## config.mk

```make
export PLATFORM = sky130hd
export DESIGN_NAME = pipeline_hazard_scoreboard
export DESIGN_NICKNAME = d
export VERILOG_FILES = /design/src/rtl/pipeline_hazard_scoreboard.sv
export SDC_FILE = /design/constraint.sdc
export NUM_CORES = 1
export LEC_CHECK = 0
export CELL_PAD_IN_SITES_DETAIL_PLACEMENT = 2
export CELL_PAD_IN_SITES_GLOBAL_PLACEMENT = 2
export CORE_UTILIZATION = 29
export CTS_BUF_LIST = sky130_fd_sc_hd__clkbuf_8 sky130_fd_sc_hd__clkbuf_16
export CTS_CLUSTER_SIZE = 14
export DETAILED_ROUTE_END_ITERATION = 10
export PLACE_DENSITY = 0.83
export RECOVER_POWER = 25
export SLEW_MARGIN = 15
export SYNTH_ARGS = -nofsm -noshare
export SYNTH_HDL_FRONTEND = slang
export SYNTH_SLANG_ARGS = --single-unit
```

## constraint.sdc

```tcl
create_clock -name clock -period 2.8 [get_ports clock]
set_clock_uncertainty 0.15 [all_clocks]
set_input_delay 0.42 -clock clock [delete_from_list [all_inputs] [get_ports clock]]
set_output_delay 0.42 -clock clock [all_outputs]
set_load 0.05 [all_outputs]
```

## src/rtl/pipeline_hazard_scoreboard.sv

```systemverilog
// Hazard/forwarding controller: shift scoreboard of in-flight writers; resolves
// decode sources to stall or forwarding slot. Forwarding enabled by PIPELINE_FORWARDING_EN.
// Ports: clock, resetN (async low), hold, dec* (decode bundle),
//        stall, fwd1Sel, fwd2Sel, stallCount (saturating).
module pipeline_hazard_scoreboard #(
  parameter int REG_ID_WIDTH = 5,
  parameter int DEPTH        = 3,
  parameter int STAGE_WIDTH  = $clog2(DEPTH+1),
  parameter int CNT_WIDTH    = 32
) (
  input  logic                    clock,
  input  logic                    resetN,
  input  logic                    hold,
  input  logic                    decValid,
  input  logic [REG_ID_WIDTH-1:0] decRead1Id,
  input  logic [REG_ID_WIDTH-1:0] decRead2Id,
  input  logic [STAGE_WIDTH-1:0]  decRequiredStage,
  input  logic                    decWriteEnabled,
  input  logic [REG_ID_WIDTH-1:0] decWriteId,
  input  logic [STAGE_WIDTH-1:0]  decReadyStage,
  output logic                    stall,
  output logic [STAGE_WIDTH-1:0]  fwd1Sel,
  output logic [STAGE_WIDTH-1:0]  fwd2Sel,
  output logic [CNT_WIDTH-1:0]    stallCount
);

  // one extra bit so k+R never overflows
  localparam int SW1 = STAGE_WIDTH + 1;
  localparam logic [SW1-1:0] L_DEPTH = SW1'(DEPTH);

  logic [DEPTH:1]          r_valid;
  logic [REG_ID_WIDTH-1:0] r_wid [1:DEPTH];
  logic [CNT_WIDTH-1:0]    r_cnt;

  logic [REG_ID_WIDTH-1:0] w_id [2];
  logic [1:0]              w_stall_src;
  logic                    w_hit;
  logic [SW1-1:0]          w_k;
  logic [SW1-1:0]          w_sum;
  logic                    w_act;
  logic                    w_push;

`ifdef PIPELINE_FORWARDING_EN
  logic [STAGE_WIDTH-1:0]  r_rdy [1:DEPTH];
  logic [SW1-1:0]          w_p;
  logic [STAGE_WIDTH-1:0]  w_sel [2];
`else
  logic                    w_unused;
  assign w_unused = ^decReadyStage;
`endif

  assign w_id[0] = decRead1Id;
  assign w_id[1] = decRead2Id;

  always_comb begin
    w_stall_src = '0;
    w_hit       = 1'b0;
    w_k         = '0;
    w_sum       = '0;
    w_act       = 1'b0;
`ifdef PIPELINE_FORWARDING_EN
    w_p         = '0;
    w_sel[0]    = '0;
    w_sel[1]    = '0;
`endif
    for (int s = 0; s < 2; s++) begin
      w_hit = 1'b0;
      w_k   = '0;
`ifdef PIPELINE_FORWARDING_EN
      w_p   = '0;
`endif
      // scan oldest to youngest so the youngest match wins
      for (int k = DEPTH; k >= 1; k--) begin
        if (r_valid[k] && r_wid[k] == w_id[s]) begin
          w_hit = 1'b1;
          w_k   = SW1'(k);
`ifdef PIPELINE_FORWARDING_EN
          w_p   = {1'b0, r_rdy[k]};
`endif
        end
      end
      w_act = decValid && (w_id[s] != '0)
              && ({1'b0, decRequiredStage} <= L_DEPTH);
      w_sum = w_k + {1'b0, decRequiredStage};
      // k+R beyond DEPTH: writer has retired, register file is current
      if (w_act && w_hit && w_sum <= L_DEPTH) begin
`ifdef PIPELINE_FORWARDING_EN
        if (w_sum > w_p)
          w_sel[s] = w_sum[STAGE_WIDTH-1:0];
        else
          w_stall_src[s] = 1'b1;
`else
        w_stall_src[s] = 1'b1;
`endif
      end
    end
  end

  assign stall = |w_stall_src;

`ifdef PIPELINE_FORWARDING_EN
  assign fwd1Sel = stall ? '0 : w_sel[0];
  assign fwd2Sel = stall ? '0 : w_sel[1];
`else
  assign fwd1Sel = '0;
  assign fwd2Sel = '0;
`endif

  assign w_push = decValid && !stall && decWriteEnabled
                  && (decWriteId != '0);

  always_ff @(posedge clock or negedge resetN) begin
    if (!resetN) begin
      r_valid <= '0;
      r_cnt   <= '0;
      for (int k = 1; k <= DEPTH; k++) begin
        r_wid[k] <= '0;
`ifdef PIPELINE_FORWARDING_EN
        r_rdy[k] <= '0;
`endif
      end
    end else if (!hold) begin
      for (int k = DEPTH; k >= 2; k--) begin
        r_valid[k] <= r_valid[k-1];
        r_wid[k]   <= r_wid[k-1];
`ifdef PIPELINE_FORWARDING_EN
        r_rdy[k]   <= r_rdy[k-1];
`endif
      end
      r_valid[1] <= w_push;
      r_wid[1]   <= decWriteId;
`ifdef PIPELINE_FORWARDING_EN
      r_rdy[1]   <= decReadyStage;
`endif
      if (stall && r_cnt != '1)
        r_cnt <= r_cnt + CNT_WIDTH'(1);
    end
  end

  assign stallCount = r_cnt;

endmodule

```

==> impl_metrics.toml <==
[status]
violations = "max-capacitance violations, max-slew violations, negative setup slack"
status = "finished with violations"

[grt]
antenna_found_initial = 1
grt_pass1_wl_um = 16000
grt_pass1_vias = 2724
grt_usage = 0.214
grt_overflow_total = 0
grt_max_degree = 31

[synth]
ys_seq_elements = 50
ys_top_cells_by_area = "dfrtp_1 (46%), xnor2_1 (12%), xor2_1 (7.3%)"
ys_top_cells_by_count = "dfrtp_1 (50), xnor2_1 (38), xor2_1 (23), nand4_1 (20), mux2_2 (17)"
muxShareOfSynthArea = 0.0738
ys.flop_type = "dfrtp_1"
synth_cell_types = 35
synthAdderAreaFrac = 0.0282
synth_xor_area_frac = 0.194
yosysWarnings = 0
yosysMostFrequentCell = "dfrtp_1"
async_flop_share = 1.00
synthCells = 243
netlist.area_leader.share = 0.455
synth_edf_count = 0
synth_compound_area_frac = 0.0287
ys_seq_area_frac = 0.455
synth_area_mm2 = 0.00275
syn_area_per_cell_um2 = 11.3
synth_simple_gate_area_frac = 0.187
synth_top_family_by_area = "XOR/XNOR gates"
yosys.area.top_type = "dfrtp_1"

[min_path]
worstHoldStart = "stallCount[30]"
min_to = "stallCount[30]"
worst_hold_path_type = "reg2reg"
min_path_cells = 1

[timing]
fmax_mhz = 275
rsz0062_at_grt = "true"
hold_viol = 0
finalSetupViolations = 34
maxSlewViolCount = 31
hold-worst-slack_ns = 0.371
tightest_slew_ns = 1.78
fin_crit_sh = 1.30
final.setup.tns_ns = -24.95
fin_ws_ns = -0.842
slew_headroom = -0.184
period_minus_slack_ns = 3.64

[drt]
ant_nets = 0
dr.pass1.iters = 4
drt-initial-drc-count = 61
wl_um = 11600
via_per_inst = 5.15
route.detailed.drc = 0
post_drt_wl_per_cell_um = 25.0
vias = 2380

[critical_path]
cp-end-kind = "register"
r2r_start = "r_wid[8]"
crit_required_ns = 2.85
worstSetupStartpoint = "r_wid[8]"
r2r.worst_path.cells = 17
timing.rr.end = "stallCount[10]"
cp-start-kind = "register"
critPathKind = "reg2reg"
worstPathArrival_ns = 3.70
cp_max_fo = 7
r2r_slack_ns = -0.84

[power_and_ir_drop]
power_density_mw_per_mm2 = 413
seq_power_share = 0.483
pwr-share-clk = 0.251
ir_drop_mv = 0.288
intPower_uw = 1160
comb_power_share = 0.266
p_leak_uw = 0.00193
net-switching-power_uw = 592
switching_share = 0.337

[cells_and_area]
layout-drive-gt1-share = 0.353
fill_cells = 943
diodes = 0
area_growth_pct = 54.6
postLayoutCoreUtil = 0.462
fin_nets = 379
finish.instance_area_mm2 = 0.00425

[cts]
cts_buffers = 5
cts_root_buf = "clkbuf_8"
h-tree-depth = 2
clock-sinks = 50
clk_path_buf_depth = 2
clk_latency_ns = 0.31
clkTransAtPathRegs_ns = 0.10
cts_tree = "built"
cts_hold_buf = 0

[die]
num_rows = 35
die_area_mm2 = 0.00987
io-pin-count = 61
die_h_um = 99.3
die_x_um = 99.3
core_mm2 = 0.00920
start_util = 0.299

[placed_design]
io_buffers = 54
globalplace.congestion = 0.859
placed_cell_area_mm2 = 0.00371
hpwl_um = 6710

[run]
maxCapViolCount = 1
[worst max-delay path by stage]
stage                                end  slack (ns)
after floorplan            stallCount[4]       -0.20
after global placement    stallCount[30]       -1.01
after detailed placement  stallCount[28]       -1.13
after CTS                          stall       -0.68
after global routing      stallCount[20]       -0.94
final                     stallCount[10]       -0.84
[power by group through the flow]
| stage | Clock [µW] | Sequential (µW) | Combinational [µW] |
|---|---|---|---|
| 5_1_grt | 489 | 855 | 490 |
| 3_5_place_dp | 0 | 855 | 376 |
| 4_1_cts | 446 | 838 | 419 |
| 2_1_floorplan | 0 | 875 | 160 |
| 6_report | 441 | 849 | 466 |
| 3_3_place_gp | 0 | 849 | 352 |
[routing by layer]
layer  global-route usage  wire length, µm  vias up
li1                     -                -     1061
met2                0.381             6110       61
met5                    0               12        -
met4               0.0667              265        2
met1                0.265             4850     1235
met3               0.0337              338       21
[worst max-delay path: stages (launching register included)]
cell and delay [ns]:
dfrtp_2 0.46, buf_4 0.16, xnor2_2 0.17, nand4_1 0.14, nor3_2 0.23, inv_1 0.07, a21o_1 0.19, ha_1 0.20
fa_1 0.39, nor2b_1 0.15, o21ai_2 0.10, nor2_2 0.19, o311ai_4 0.13, o21ai_4 0.10, buf_12 0.16, buf_6 0.13
nand4_1 0.13, xnor2_1 0.25
[stage by stage]
| step | setup slack [ns] | total power, µW | std cells |
|---|---|---|---|
| after floorplan | -0.197 | 1030 | 246 |
| after global placement | -1.01 | 1200 | 436 |
| after detailed placement | -1.13 | 1230 | 436 |
| after CTS | -0.684 | 1700 | 459 |
| after global routing | -0.945 | 1830 | 462 |
| final | -0.842 | 1760 | 462 |
[cell families after synthesis]
| kind of cell | after synthesis |
|---|---|
| AND/OR/NAND/NOR | 86 |
| XOR/XNOR | 61 |
| multiplexers | 18 |
| buffers and inverters | 13 |
| adder cells (fa/ha/maj) | 5 |
| other | 1 |
| AO/OA/AOI/OAI | 9 |
| flip-flops | 50 |
[layout by cell type (no fill, tap or decap), drive strengths merged, types with 4 or more instances in the layout]
| master | n |
|---|---|
| inv | 5 |
| xnor2 | 38 |
| nand4 | 21 |
| dlygate4sd2 | 8 |
| nand2 | 10 |
| nor4 | 8 |
| buf | 51 |
| and3 | 14 |
| xor2 | 23 |
| conb | 4 |
| dfrtp | 50 |
| clkdlybuf4s50 | 43 |
| mux2 | 18 |
| nor2 | 11 |
| nand3 | 11 |
| clkbuf | 8 |
[area by class of cell]
class                      count  area (µm²)  area share
clock buffer                   5        68.8      0.0162
tap                          111         139      0.0327
sequential                    50        1250       0.295
inverter                       4        15.0     0.00353
timing repair buffer         106        1060       0.249
clock inverter                 3        18.8     0.00442
multi-input combinational    183        1700       0.400
[state kept, by name, indices dropped and copies added, names as in the netlist]
signal,count
r_valid,3
r_wid,15
stallCount,32
[what timing repair did]
action,CTS,global route
gates resized for setup,26,43
setup buffers,13,6
gates cloned,2,2
pin swaps,12,31
endpoints found under the setup margin,34,34
Power figures use the tool's default switching activity.
